## src/rtl/duck_round_tracker_pkg.sv

```systemverilog
// Shared types and widths for the duck round bookkeeping logic.
package duck_round_tracker_pkg;

  localparam int SCORE_W = 16;
  localparam int CNT_W   = 8;
  localparam int SHOTS_W = 2;
  localparam int TIME_W  = 6;

  localparam int DEFAULT_POINTS_PER_HIT = 10;

  typedef enum logic [2:0] {
    ST_IDLE,
    ST_LAUNCH,
    ST_PLAY,
    ST_RESOLVE,
    ST_FINISHED
  } state_t;

  // Score never wraps; it pins at all-ones.
  function automatic logic [SCORE_W-1:0] sat_add(input logic [SCORE_W-1:0] a,
                                                 input logic [SCORE_W-1:0] b);
    logic [SCORE_W:0] s;
    s = {1'b0, a} + {1'b0, b};
    return s[SCORE_W] ? {SCORE_W{1'b1}} : s[SCORE_W-1:0];
  endfunction

endpackage

```

## src/rtl/duck_round_tracker_if.sv

```systemverilog
// Game-play signals between game control / detectors and the round tracker.
interface duck_round_tracker_if;
  import duck_round_tracker_pkg::*;

  logic               game_enable;
  logic               left_mouse;
  logic               duck_hit;
  logic               duck_escaped;
  logic               game_finished;
  logic               new_duck;
  logic [SCORE_W-1:0] score;
  logic [CNT_W-1:0]   ducks_hit;
  logic [CNT_W-1:0]   ducks_done;
  logic [SHOTS_W-1:0] shots_left;
  logic [TIME_W-1:0]  time_left;

  modport master (
    output game_enable, left_mouse, duck_hit, duck_escaped,
    input  game_finished, new_duck, score, ducks_hit, ducks_done, shots_left, time_left
  );

  modport slave (
    input  game_enable, left_mouse, duck_hit, duck_escaped,
    output game_finished, new_duck, score, ducks_hit, ducks_done, shots_left, time_left
  );

endinterface

```

## src/rtl/duck_round_tracker_tick_prescaler.sv

```systemverilog
// Divides clk down to a one-cycle tick every TICK_DIV enabled cycles.
module tick_prescaler #(
  parameter int TICK_DIV = 65_000_000
) (
  input  logic clk,
  input  logic rst,
  input  logic en,
  input  logic clr,
  output logic tick_1s
);

  localparam int CW = (TICK_DIV > 1) ? $clog2(TICK_DIV) : 1;
  localparam logic [CW-1:0] RELOAD = CW'(TICK_DIV - 1);

  logic [CW-1:0] cnt;

  assign tick_1s = en & (cnt == '0);

  always_ff @(posedge clk or posedge rst) begin
    if (rst) begin
      cnt <= RELOAD;
    end else if (clr) begin
      cnt <= RELOAD;
    end else if (en) begin
      cnt <= (cnt == '0) ? RELOAD : cnt - 1'b1;
    end
  end

endmodule

```

## src/rtl/duck_round_tracker.sv

```systemverilog
// Round bookkeeping: shots, hits, duck count and round timer; flags end of game.
//
//  state       | meaning
//  ST_IDLE     | game not running, counters at reset values
//  ST_LAUNCH   | new_duck pulse, fresh shot allowance
//  ST_PLAY     | duck in flight, shots/hits/escape evaluated
//  ST_RESOLVE  | duck finished, decide next duck or game over
//  ST_FINISHED | game over, counters frozen for display
module duck_round_tracker
  import duck_round_tracker_pkg::*;
#(
  parameter int TICK_DIV       = 65_000_000,
  parameter int ROUND_TIME_S   = 60,
  parameter int SHOTS_PER_DUCK = 3,
  parameter int DUCKS_PER_GAME = 10,
  parameter int POINTS_PER_HIT = DEFAULT_POINTS_PER_HIT
) (
  input logic               clk,
  input logic               rst,
  duck_round_tracker_if.slave trk
);

  localparam logic [SHOTS_W-1:0] SHOTS_INIT = SHOTS_W'(SHOTS_PER_DUCK);
  localparam logic [TIME_W-1:0]  TIME_INIT  = TIME_W'(ROUND_TIME_S);
  localparam logic [CNT_W-1:0]   DUCKS_MAX  = CNT_W'(DUCKS_PER_GAME);
  localparam logic [SCORE_W-1:0] POINTS     = SCORE_W'(POINTS_PER_HIT);

  state_t             state;
  logic               left_mouse_q;
  logic               game_finished;
  logic               new_duck;
  logic [SCORE_W-1:0] score;
  logic [CNT_W-1:0]   ducks_hit;
  logic [CNT_W-1:0]   ducks_done;
  logic [SHOTS_W-1:0] shots_left;
  logic [TIME_W-1:0]  time_left;

  logic shot;
  logic expired;
  logic prescale_en;
  logic prescale_clr;
  logic tick_1s;

  assign shot         = trk.left_mouse & ~left_mouse_q;
  assign expired      = (time_left == '0);
  assign prescale_en  = (state == ST_LAUNCH) || (state == ST_PLAY) || (state == ST_RESOLVE);
  assign prescale_clr = (state == ST_IDLE);

  tick_prescaler #(
    .TICK_DIV (TICK_DIV)
  ) u_tick_prescaler (
    .clk     (clk),
    .rst     (rst),
    .en      (prescale_en),
    .clr     (prescale_clr),
    .tick_1s (tick_1s)
  );

  always_ff @(posedge clk or posedge rst) begin
    if (rst) begin
      state         <= ST_IDLE;
      left_mouse_q  <= 1'b0;
      game_finished <= 1'b0;
      new_duck      <= 1'b0;
      score         <= '0;
      ducks_hit     <= '0;
      ducks_done    <= '0;
      shots_left    <= SHOTS_INIT;
      time_left     <= TIME_INIT;
    end else begin
      left_mouse_q <= trk.left_mouse;
      new_duck     <= 1'b0;

      if (!trk.game_enable) begin
        state         <= ST_IDLE;
        game_finished <= 1'b0;
        score         <= '0;
        ducks_hit     <= '0;
        ducks_done    <= '0;
        shots_left    <= SHOTS_INIT;
        time_left     <= TIME_INIT;
      end else begin
        if (tick_1s && !expired) begin
          time_left <= time_left - 1'b1;
        end

        case (state)
          ST_IDLE: begin
            state      <= ST_LAUNCH;
            new_duck   <= 1'b1;
            shots_left <= SHOTS_INIT;
          end

          ST_LAUNCH: begin
            if (expired) begin
              state         <= ST_FINISHED;
              game_finished <= 1'b1;
            end else begin
              state <= ST_PLAY;
            end
          end

          // Expiry beats hit beats miss beats escape.
          ST_PLAY: begin
            if (expired) begin
              state         <= ST_FINISHED;
              game_finished <= 1'b1;
            end else if (shot && trk.duck_hit) begin
              score      <= sat_add(score, POINTS);
              ducks_hit  <= ducks_hit + 1'b1;
              ducks_done <= ducks_done + 1'b1;
              state      <= ST_RESOLVE;
            end else if (shot) begin
              shots_left <= shots_left - 1'b1;
              if (shots_left == SHOTS_W'(1)) begin
                ducks_done <= ducks_done + 1'b1;
                state      <= ST_RESOLVE;
              end
            end else if (trk.duck_escaped) begin
              ducks_done <= ducks_done + 1'b1;
              state      <= ST_RESOLVE;
            end
          end

          ST_RESOLVE: begin
            if (expired || (ducks_done == DUCKS_MAX)) begin
              state         <= ST_FINISHED;
              game_finished <= 1'b1;
            end else begin
              state      <= ST_LAUNCH;
              new_duck   <= 1'b1;
              shots_left <= SHOTS_INIT;
            end
          end

          ST_FINISHED: begin
            game_finished <= 1'b1;
          end

          default: begin
            state <= ST_IDLE;
          end
        endcase
      end
    end
  end

  assign trk.game_finished = game_finished;
  assign trk.new_duck      = new_duck;
  assign trk.score         = score;
  assign trk.ducks_hit     = ducks_hit;
  assign trk.ducks_done    = ducks_done;
  assign trk.shots_left    = shots_left;
  assign trk.time_left     = time_left;

endmodule

```

## src/flat_wrapper.sv

```systemverilog
// flat-port wrapper written by rule: the top's interface ports become plain ports
module duck_round_tracker_flat import duck_round_tracker_pkg::*;
#(
  parameter int TICK_DIV       = 65_000_000,
  parameter int ROUND_TIME_S   = 60,
  parameter int SHOTS_PER_DUCK = 3,
  parameter int DUCKS_PER_GAME = 10,
  parameter int POINTS_PER_HIT = DEFAULT_POINTS_PER_HIT
)
  (clk, rst, trk_game_enable, trk_left_mouse, trk_duck_hit, trk_duck_escaped, trk_game_finished, trk_new_duck, trk_score, trk_ducks_hit, trk_ducks_done, trk_shots_left, trk_time_left);
  duck_round_tracker_if trk_i ();
  input logic clk;
  input logic rst;
  input wire logic [$bits(trk_i.game_enable)-1:0] trk_game_enable;
  input wire logic [$bits(trk_i.left_mouse)-1:0] trk_left_mouse;
  input wire logic [$bits(trk_i.duck_hit)-1:0] trk_duck_hit;
  input wire logic [$bits(trk_i.duck_escaped)-1:0] trk_duck_escaped;
  output wire logic [$bits(trk_i.game_finished)-1:0] trk_game_finished;
  output wire logic [$bits(trk_i.new_duck)-1:0] trk_new_duck;
  output wire logic [$bits(trk_i.score)-1:0] trk_score;
  output wire logic [$bits(trk_i.ducks_hit)-1:0] trk_ducks_hit;
  output wire logic [$bits(trk_i.ducks_done)-1:0] trk_ducks_done;
  output wire logic [$bits(trk_i.shots_left)-1:0] trk_shots_left;
  output wire logic [$bits(trk_i.time_left)-1:0] trk_time_left;
  assign trk_i.game_enable = trk_game_enable;
  assign trk_i.left_mouse = trk_left_mouse;
  assign trk_i.duck_hit = trk_duck_hit;
  assign trk_i.duck_escaped = trk_duck_escaped;
  assign trk_game_finished = trk_i.game_finished;
  assign trk_new_duck = trk_i.new_duck;
  assign trk_score = trk_i.score;
  assign trk_ducks_hit = trk_i.ducks_hit;
  assign trk_ducks_done = trk_i.ducks_done;
  assign trk_shots_left = trk_i.shots_left;
  assign trk_time_left = trk_i.time_left;
  duck_round_tracker #(.TICK_DIV(TICK_DIV), .ROUND_TIME_S(ROUND_TIME_S), .SHOTS_PER_DUCK(SHOTS_PER_DUCK), .DUCKS_PER_GAME(DUCKS_PER_GAME), .POINTS_PER_HIT(POINTS_PER_HIT)) u_core (.clk(clk), .rst(rst), .trk(trk_i));
endmodule
```

## config.mk

```make
export PLATFORM = sky130hd
export DESIGN_NAME = duck_round_tracker_flat
export DESIGN_NICKNAME = d
export VERILOG_FILES = /design/src/rtl/duck_round_tracker_pkg.sv /design/src/rtl/duck_round_tracker_if.sv /design/src/rtl/duck_round_tracker_tick_prescaler.sv /design/src/rtl/duck_round_tracker.sv /design/src/flat_wrapper.sv
export SDC_FILE = /design/constraint.sdc
export NUM_CORES = 1
export LEC_CHECK = 0
export BUFFER_PORTS_ARGS = -buffer_cell sky130_fd_sc_hd__buf_2
export CORE_UTILIZATION = 48
export CTS_BUF_LIST = sky130_fd_sc_hd__clkbuf_2 sky130_fd_sc_hd__clkbuf_4 sky130_fd_sc_hd__clkbuf_8
export DETAILED_ROUTE_END_ITERATION = 8
export PLACE_DENSITY = 0.68
export SLEW_MARGIN = 10
export SYNTH_ARGS = -nofsm -noshare
export SYNTH_HDL_FRONTEND = slang
export SYNTH_SLANG_ARGS = --single-unit
```

## constraint.sdc

```tcl
create_clock -name clk -period 4.8 [get_ports clk]
set_input_delay 0.24 -clock clk [delete_from_list [all_inputs] [get_ports clk]]
set_output_delay 0.24 -clock clk [all_outputs]
set_load 0.05 [all_outputs]
```

==> results of run 1 <==
registers in the layout, summed over array words and instances, names as in the netlist:
name,count
u_core.trk.shots_left,2
u_core.trk.score,16
u_core.state,3
u_core.trk.time_left,6
u_core.trk.ducks_done,8
u_core.trk.ducks_hit,8
u_core.left_mouse_q,1
u_core.u_tick_prescaler.cnt,26
u_core.trk.game_finished,1
u_core.trk.new_duck,1
synthesized netlist by cell type, drive strengths merged (3+ instances only):
library cell / count
mux2i: 6
or3: 5
ha: 7
and4: 6
nor4: 7
nand2: 38
dfstp: 25
nand3b: 7
buf: 6
a21oi: 19
inv: 13
nand2b: 9
nor2: 35
dfrtp: 47
or4b: 3
nor2b: 7
nand3: 16
a31oi: 6
xor2: 19
nor3b: 6
clkbuf: 12
xnor2: 12
or2: 4
o21ai: 23
and2: 3
nor3: 14
and3: 7
a211oi: 5
o31ai: 3
nand4: 16
where the power goes:
group / total [mW] / internal [mW] / switching (mW)
clock network: 0.553 / 0.308 / 0.245
registers: 0.708 / 0.646 / 0.0617
logic: 0.336 / 0.109 / 0.226
layer usage:
layer	global-route usage	up-vias	wire [um]
met5	0	-	0
met4	0.08333	0	136
met3	0.03821	11	256
met2	0.3290	62	4005
met1	0.3135	1572	4305
li1	-	1564	-
logic make-up (layout without fill, tap and decap cells):
group / after synthesis / after routing / synth area share
buffers and inverters: 31 / 80 / 0.03312
adders and majority gates: 7 / 7 / 0.02187
and+or+nand+nor: 191 / 191 / 0.2740
AOI/OAI and AO/OA: 74 / 74 / 0.1306
DFF: 72 / 72 / 0.4577
muxes: 6 / 6 / 0.01500
xor gates and xnor gates: 31 / 31 / 0.06779
cell type report:
cell class / instances / area [um2]
Inverter: 13 / 48.80
Sequential cell: 72 / 1833
Timing Repair Buffer: 51 / 267.8
Fill cell: 709 / 3341
Multi-Input combinational cell: 309 / 2039
Tap cell: 102 / 127.6
Clock buffer: 10 / 137.6
Clock inverter: 6 / 92.59
final timing paths:
path,cells past startpoint,endpoint
setup / recovery,5,u_core.trk.score[13]
hold / removal,1,u_core.left_mouse_q
setup reg to reg,5,u_core.trk.score[13]
hold reg to reg,2,u_core.trk.shots_left[0]
max in group asynchronous,4,u_core.trk.ducks_done[1]
min in group asynchronous,3,u_core.u_tick_prescaler.cnt[10]
layout by cell type (no fill, tap or decap), types with 3 or more instances in the layout:
cell type,count
buf_2,47
dfrtp_1,47
nand2_1,38
nor2_1,35
dfstp_2,25
xor2_1,19
a21oi_1,19
nand3_1,16
nand4_1,15
nor3_1,14
inv_1,12
xnor2_1,12
clkbuf_8,10
nand2b_1,9
o21ai_0,8
o21ai_2,8
o21ai_1,7
nor2b_1,7
nand3b_1,7
and3_1,7
ha_1,7
nor3b_1,6
and4_1,6
mux2i_1,6
or3_1,5
a31oi_1,5
nor4_2,4
a211oi_1,4
and2_1,3
o31ai_1,3
buf_4,3
per-stage QoR:
stage               hold WS, ps  worst slack (ps)  power, mW    util  cell area [um2]
finish                    53.41              1893      1.597  0.5765             4547
global route              36.07              1628      1.674  0.5765             4547
CTS                       38.92              1833      1.610  0.5765             4547
detailed placement        336.2              1845      1.060  0.5460             4307
global placement          336.3              1926      1.051  0.5460             4307
floorplan                 271.4              2552     0.9769       -             4005
==> metrics, run 1 <==
root buf cell=clkbuf_8; Top delay family on crit path=simple AND/OR/NAND/NOR gates; post-CTS setup buffers=0; HPWL Detailed=between 5000 and 6000 um; worst path bufs/invs=0; Layout area overhead=13.53%; Layout Cells excl Fill=~560; I/O Buffers=47; Worst Setup SP=u_core.state[2]; Core ar.=7888 um2; largest net degree at the start of global routing=47; Post-CTS Resized=0; Max-cap violations=0; Post-CTS Hold Fix Bufs=1; clock slew at reported path FFs=~90 ps; initial antenna violation count=0; final hold vios=0; # IOs=48; power per cell area=approximately 350 nW/um2; first-pass GRT wire length=about 15,000 um; Worst-Margin Slew=approximately 840 ps; vias per cell=between 5 and 6; status=complete, no violations; H-tree levels=3; hold_sp=trk_left_mouse; Synth async-reset ratio=1.000; clk buf depth=2; Max IR drop VDD=between 0.0001 and 0.00015 V; placed cells=around 550; EDFF count, synth=0; GRT overflow=0; Mapped Nets=around 430; GP Congestion=just under 0.9; share of post-route cells with drive strength above 1=0.2538; HP Class=primary input to flop; clk_lat worst skew=approximately 360 ps; ant diodes=0; drt pass-1 iters=4; site row count=32; Critical Path End Type=flop; Starting Density=0.5078; Distinct cells, synth=63; worst-path fanout max=27; max-slew violations=0; Arr. time, crit path=between 3000 and 4000 ps; DR iter-0 viols=around 170; #FFs+latches synth=72; crit-path cells=or3b_4 > a211oi_2 > nand3b_1 > or3_1 > o21ai_0; via count=3,209; fmax=~340 MHz; Routed Antenna Nets=0; critical path launch point type=flop; CP peak stage delay=between 600 and 700 ps; CTS sink count=72; r2r setup slk=1890 ps; Mean Syn Cell Area=roughly 9.7 um2; critical path type=flop to flop; register area share after synthesis=0.4577; synth top area cells=dfrtp_1, dfstp_2, xor2_1; Yosys top cell area share=0.2937; WL/cell=about 15 um; clk_skew=about 13 ps; Post-Synthesis Cells=between 400 and 500; unrepaired setup endpoints after global routing=no; number of buffers created by CTS=9; GRT Util Overall=0.2183; Yosys top cell by area=dfrtp_1; Final Cycle Share=0.6055; top_reg_cell synth=dfrtp_1; Tmin final=around 2900 ps; worst reg2reg path startpoint=u_core.state[2]; final WL=8704 um; fin nets=469; Max stage delay cell, worst path=dfrtp_1; Synth Warn #=0; die area=between 8000 and 9000 um2; number of global-route vias before repair=between 3k and 4k; Worst Path Required=~5000 ps; CTS tree=yes; static leakage=approximately 1.9 nW; die width=93.35 um; relative slew slack=0.4413; setup TNS=0 ps; Post-Syn Area=approximately 4000 um2; Final setup violation count=0; DRC viols=0; Die H=between 90 and 100 um
Note: power is estimated with default switching activity, not from simulation.
==> run 2, diff against run 1 <==
==> constraint.sdc (replaced) <==
create_clock -name clk -period 2.85 [get_ports clk]
set_input_delay 0.1425 -clock clk [delete_from_list [all_inputs] [get_ports clk]]
set_output_delay 0.1425 -clock clk [all_outputs]
set_load 0.05 [all_outputs]
==> run 2 against run 1 <==
Net effect:
- final cell count increased by 1.2%
- global-route usage increased by 0.86 points
- sequential share of layout area decreased by 0.23 points
- critical path depth increased by 2
- non-clock buffer count increased by 7
- register-to-register slack got worse by 1300 ps
- count of clock-buffer cells in the layout unchanged
- flip-flop and latch count unchanged
- combinational power increased by 83%
==> metrics, run 2 (same netlist as run 1, synthesis figures left out) <==
unrepaired setup endpoints after global routing=no; critical path type=flop to flop; root buf cell=clkbuf_8; Layout area overhead=14.18%; die width=93.35 um (unchanged); critical path launch point type=flop; GP Congestion=0.7994 (-9.7%); worst r2r dst=u_core.trk.score[13]; Reg with most FFs=u_core.u_tick_prescaler.cnt; Routed Antenna Nets=0 (unchanged); Internal=1.700 mW (+60%); top flop regs=u_core.u_tick_prescaler.cnt (26), u_core.trk.score (16); Psw=0.8913 mW (+67%); Final Cycle Share=0.7783 (+0.1728); Worst-Margin Slew=761.4 ps (-75.08 ps); worst reg2reg path startpoint=u_core.trk.time_left[0]; GRT overflow=0 (unchanged); DR iter-0 viols=176 (+1.7%); flip-flop count of the largest register after layout=26 (unchanged); DRC viols=0 (unchanged); H-tree levels=3 (unchanged); clk_skew=11.99 ps (-1.239 ps); largest net degree at the start of global routing=31 (-34%); I/O Buffers=47 (unchanged); share of post-route cells with drive strength above 1=0.2628 (+0.009024); HPWL Detailed=6292 um (+5.4%); Flop pwr share=0.447 (+0.004); Worst Path Required=3120 ps (-1970 ps); first-pass GRT wire length=15,430 um (+4.3%); CTS sink count=72 (unchanged); static leakage=1.965 nW (+0.93%); clock slew at reported path FFs=80 ps (about the same); site row count=32 (unchanged); via count=3,269 (+1.9%); Max IR drop VDD=0.0003070 V (+110%); final hold vios=0 (unchanged); GR Util met2=0.3413 (+0.01225); routing usage on met3=0.03821 (unchanged); relative slew slack=0.4900 (+0.04871); Logic pwr share=0.238 (+0.028); power per cell area=566.5 nW/um2 (+61%); Clock Power Share=0.316 (-0.030); clk_lat worst skew=350 ps (about the same); gr busiest metal=met2; met1 global-route usage=0.3214 (+0.007972); number of buffers created by CTS=9 (unchanged); # IOs=48 (unchanged); Final Core Density=0.5798 (+0.003332); Worst Setup EP=u_core.trk.score[13]; Worst Setup SP=u_core.trk.time_left[0]; Max-cap violations=0 (unchanged); clk buf depth=2 (unchanged); CTS tree=yes; Arr. time, crit path=2490 ps (-700 ps); Tmin final=2218 ps (-688.4 ps); status=complete, no violations; Worst R2R Path Depth=7 (+2); HP Class=primary input to flop; Die H=93.35 um (unchanged); setup TNS=0 ps (unchanged); final WL=8976 um (+3.1%); most frequent cells in the layout=buf_2, dfrtp_1, nand2_1; r2r setup slk=630 ps (-1260 ps); Sw Ratio=0.3440 (+0.01039); die area=8713 um2 (unchanged); WL/cell=15.75 um (+1.9%); vias per cell=5.735 (+0.62%); drt pass-1 iters=4 (unchanged); Post-CTS Resized=0 (unchanged); Core ar.=7888 um2 (unchanged); Critical Path End Type=flop; Final setup violation count=0 (unchanged); max-slew violations=0 (unchanged); GRT Util Overall=0.2269 (+0.008600); fmax=450.8 MHz (+31%); worst-path fanout max=11 (-59%); initial antenna violation count=0 (unchanged); fin nets=476 (+1.5%); ant diodes=0 (unchanged); Starting Density=0.5078 (unchanged); number of global-route vias before repair=3,146 (+2.9%)
run 2: cell types whose count changed in the layout (fill, tap and decap cells not counted), sizes merged:
| cell | delta |
|---|---|
| buf | +6 |
| bufinv | -1 |
| clkinvlp | +1 |
| dlygate4sd3 | +1 |
run 2: worst max-delay path: stages, from the launching register on:
cell      delay [ps]
dfrtp_1          420
inv_1             70
ha_1             270
nor2b_1          220
a211oi_2         310
nand3b_1         140
or3_1            560
o21ai_0          160
run 2: metrics by stage:
| step | std cells | cell area, um2 | power (mW) | setup WS [ps] | hold slack [ps] |
|---|---|---|---|---|---|
| after floorplan | 412 | 4005 | 1.645 | 602.3 | 173.9 |
| after global placement | 552 | 4352 | 1.779 | 720.5 | 273.6 |
| after detailed placement | 552 | 4352 | 1.789 | 637.4 | 287.6 |
| after CTS | 570 | 4573 | 2.617 | 628.5 | 213.4 |
| after global routing | 570 | 4573 | 2.735 | 441.5 | 243.1 |
| final | 570 | 4573 | 2.591 | 631.8 | 213.4 |
run 2: worst min path at each step:
stage | start | end | slack (ps) | depth (start not counted)
2_1_floorplan | trk_left_mouse | u_core.left_mouse_q | 170 | 0
3_3_place_gp | rst | u_core.trk.score[12] | 270 | 2
3_5_place_dp | rst | u_core.trk.score[14] | 290 | 2
4_1_cts | trk_duck_hit | u_core.trk.shots_left[0] | 210 | 5
5_1_grt | trk_duck_hit | u_core.trk.shots_left[0] | 240 | 5
6_report | trk_duck_hit | u_core.trk.shots_left[0] | 210 | 5
run 2: power groups by stage:
stage                     Sequential [mW]  Clock (mW)  Combinational, mW
final                                1.16       0.819              0.615
after global routing                 1.17       0.890              0.679
after CTS                            1.16       0.843              0.619
after detailed placement             1.17           0              0.615
after global placement               1.17           0              0.606
after floorplan                      1.24           0              0.410
run 2: cell type report:
type                       count  area, um2
multi-input combinational    309       2039
inverter                      13      48.80
sequential                    72       1833
tap                          102      127.6
clock buffer                  10      131.4
clock inverter                 6      70.07
fill                         717       3314
timing repair buffer          58      322.8
run 2: repair_timing:
action | CTS | global route
hold endpoints to repair | 18 | 0
hold buffers | 2 | 0
buffers inserted | 0 | 0
run 2: per-layer routing:
metal	up-vias	wire length (um)
met5	-	0
met4	0	141
met3	10	337
met2	73	4154
met1	1601	4342
li1	1585	-
==> run 3, diff against run 2 <==
--- a/config.mk
+++ b/config.mk
@@ -5,11 +5,12 @@
 export SDC_FILE = /design/constraint.sdc
 export NUM_CORES = 1
 export LEC_CHECK = 0
+export ABC_AREA = 1
 export BUFFER_PORTS_ARGS = -buffer_cell sky130_fd_sc_hd__buf_2
 export CORE_UTILIZATION = 48
 export CTS_BUF_LIST = sky130_fd_sc_hd__clkbuf_2 sky130_fd_sc_hd__clkbuf_4 sky130_fd_sc_hd__clkbuf_8
 export DETAILED_ROUTE_END_ITERATION = 8
-export PLACE_DENSITY = 0.68
+export PLACE_DENSITY = 0.67
 export SLEW_MARGIN = 10
 export SYNTH_ARGS = -nofsm -noshare
 export SYNTH_HDL_FRONTEND = slang
==> constraint.sdc (replaced) <==
create_clock -name clk -period 2.3 [get_ports clk]
set_input_delay 0.115 -clock clk [delete_from_list [all_inputs] [get_ports clk]]
set_output_delay 0.115 -clock clk [all_outputs]
set_load 0.05 [all_outputs]
==> run 3 against run 2 <==
Net effect:
- die area up 8.8%
- largest cell class unchanged
- combinational power fell by 18%
- utilization down 1.1 points
- via count rose by 23%
- largest power group unchanged
- sequential share of layout area decreased by 3.3 points
==> metrics, run 3 <==
hold_sp=trk_duck_escaped; Worst Path Required=2550 ps (-570 ps); # IOs=48 (unchanged); drt pass-1 iters=4 (unchanged); synth top area cells=dfrtp_1, nand2_1, dfstp_2; r2r setup slk=310 ps (-330 ps); most frequent cells in the layout=nand2_1, nor2_1, nand3_1; worst-path fanout max=13 (+2); register area share after synthesis=0.4199 (-0.03778); first-pass GRT wire length=17,510 um (+13%); share of post-route cells with drive strength above 1=0.1856 (-0.07719); final hold vios=0 (unchanged); Routed Antenna Nets=0 (unchanged); CTS sink count=72 (unchanged); #FFs+latches synth=72 (unchanged); number of global-route vias before repair=3,876 (+23%); power per cell area=604.2 nW/um2 (+6.7%); initial antenna violation count=0 (unchanged); flip-flop count of the largest register after layout=26 (unchanged); Post-Synthesis Cells=605 (+47%); GRT Util Overall=0.2257 (-0.001206); fin nets=676 (+42%); Reg with most FFs=u_core.u_tick_prescaler.cnt; Post-Syn Area=4365 um2 (+9.0%); GP Congestion=0.9432 (+18%); worst r2r dst=u_core.trk.ducks_hit[5]; CTS tree=yes; Die H=97.37 um (+4.3%); top_reg_cell synth=dfrtp_1; clk buf depth=2 (unchanged); DRC viols=0 (unchanged); I/O Buffers=47 (unchanged); clock slew at reported path FFs=80 ps (about the same); Final Cycle Share=0.8670 (+0.08870); Worst Setup SP=u_core.trk.time_left[0]; worst reg2reg path startpoint=u_core.trk.time_left[0]; commonest non-fill, non-tap cell in the layout=nand2_1; post-CTS setup buffers=0 (unchanged); Layout area overhead=14.16% (about the same); site row count=34 (+6.3%); Worst R2R Path Depth=10 (+3); WL/cell=12.92 um (-18%); number of buffers created by CTS=9 (unchanged); ant diodes=0 (unchanged); Starting Density=0.4981 (-0.009629); Distinct cells, synth=38 (-40%); clk_lat worst skew=350 ps (about the same); Core ar.=8763 um2 (+11%); Worst Setup EP=u_core.trk.ducks_hit[5]; Critical Path End Type=flop; relative slew slack=0.7150 (+0.2250); Max IR drop VDD=0.0003161 V (+3.0%); status=complete, no violations; Worst-Margin Slew=426.8 ps (-334.6 ps); Placed Area=4747 um2 (+9.1%); die area=9480 um2 (+8.8%); Mapped Nets=618 (+45%); HP Class=primary input to flop; via count=4,032 (+23%); clk_skew=14.58 ps (+2.592 ps); Mean Syn Cell Area=7.216 um2 (-26%); Max-cap violations=0 (unchanged); final WL=10,020 um (+12%); Synth async-reset ratio=1.000 (unchanged); HPWL Detailed=7279 um (+16%); die width=97.37 um (+4.3%); setup TNS=0 ps (unchanged); Arr. time, crit path=2250 ps (-240 ps); fin area=4984 um2 (+9.0%); Tmin final=1994 ps (-224.1 ps); most frequent cell after synthesis=nand2_1; EDFF count, synth=0 (unchanged); largest net degree at the start of global routing=36 (+16%); unrepaired setup endpoints after global routing=no; Yosys top cell area share=0.2694 (-0.02424); max-slew violations=0 (unchanged); critical path type=flop to flop; H-tree levels=3 (unchanged); Yosys top cell by area=dfrtp_1; critical path launch point type=flop; top flop regs=u_core.u_tick_prescaler.cnt (26), u_core.trk.score (16); static leakage=2.596 nW (+32%); top cells by count, synth=nand2_1, nand3_1, nor2_1; DR iter-0 viols=167 (-5.1%); fmax=501.5 MHz (+11%); vias per cell=5.196 (-9.4%); Final setup violation count=0 (unchanged); GRT overflow=0 (unchanged); root buf cell=clkbuf_8; Synth Warn #=0 (unchanged)
run 3: cell types whose count changed after synthesis, moves of 7 or more:
cell | previous run | this run
a21oi_1 | 19 | 4
and3_1 | 7 | 0
clkbuf_1 | 12 | 5
inv_1 | 13 | 66
nand2_1 | 38 | 178
nand2b_1 | 9 | 0
nand3_1 | 16 | 79
nor2_1 | 35 | 79
nor2b_1 | 7 | 0
nor3_1 | 14 | 5
o21ai_0 | 8 | 24
o21ai_2 | 8 | 1
xnor2_1 | 12 | 3
xor2_1 | 19 | 11
run 3: cell type report:
class,instances,area [um2]
Tap cell,108,135.1
Timing Repair Buffer,59,342.8
Clock buffer,12,146.4
Fill cell,860,3780
Inverter,71,272.8
Clock inverter,4,70.07
Multi-Input combinational cell,450,2183
Sequential cell,72,1833
run 3: through the flow:
step                utilization  std cells  hold slack (ps)  power [mW]  setup WS [ps]
floorplan                     -        605            146.4       1.782          341.2
global placement         0.5417        758            131.4       1.902          434.2
detailed placement       0.5417        758            140.6       1.914          310.0
CTS                      0.5687        776            193.3       3.052          292.2
global route             0.5687        776            224.7       3.171          81.27
finish                   0.5687        776            220.9       3.011          305.9
run 3: how the worst min path moves through the flow:
stage	cells after the start	slack, ps	endpoint
final	5	220	u_core.state[0]
after global routing	5	220	u_core.state[0]
after CTS	5	190	u_core.state[0]
after detailed placement	2	140	u_core.trk.score[15]
after global placement	2	130	u_core.trk.score[15]
after floorplan	0	150	u_core.left_mouse_q
run 3: logic make-up after synthesis:
| logic type | Yosys count | share of synthesized area |
|---|---|---|
| flops | 72 | 0.4199 |
| compound gates | 40 | 0.05245 |
| buf+inv | 83 | 0.07996 |
| simple gates | 389 | 0.3995 |
| xor+xnor | 14 | 0.02809 |
| fa+ha+maj | 7 | 0.02006 |
run 3: timing repair:
item,4_1_cts,5_1_grt
hold endpoints to repair,17,0
hold buffers,2,0
resized for setup,0,0
run 3: critical path, cell delays in order (launching register included):
cell	delay (ps)
dfrtp_1	400
inv_1	110
ha_1	190
nand2_1	70
nor2_2	160
nand2_4	120
nand3_4	150
inv_4	90
nor2_4	290
inv_2	120
o21ai_0	190
run 3: per-layer routing:
| metal | vias up | GRT usage | part of all wire |
|---|---|---|---|
| li1 | 2065 | - | - |
| met1 | 1873 | 0.2887 | 0.47 |
| met2 | 80 | 0.3819 | 0.48 |
| met3 | 14 | 0.04964 | 0.039 |
| met4 | 0 | 0.06787 | 0.014 |
| met5 | - | 0 | 0 |
run 3: where the power goes:
| part | total, mW | internal, mW | switching [mW] |
|---|---|---|---|
| Combinational | 0.504 | 0.142 | 0.362 |
| Clock | 1.12 | 0.645 | 0.478 |
| Sequential | 1.38 | 1.34 | 0.0402 |
| Total | 3.01 | 2.13 | 0.880 |
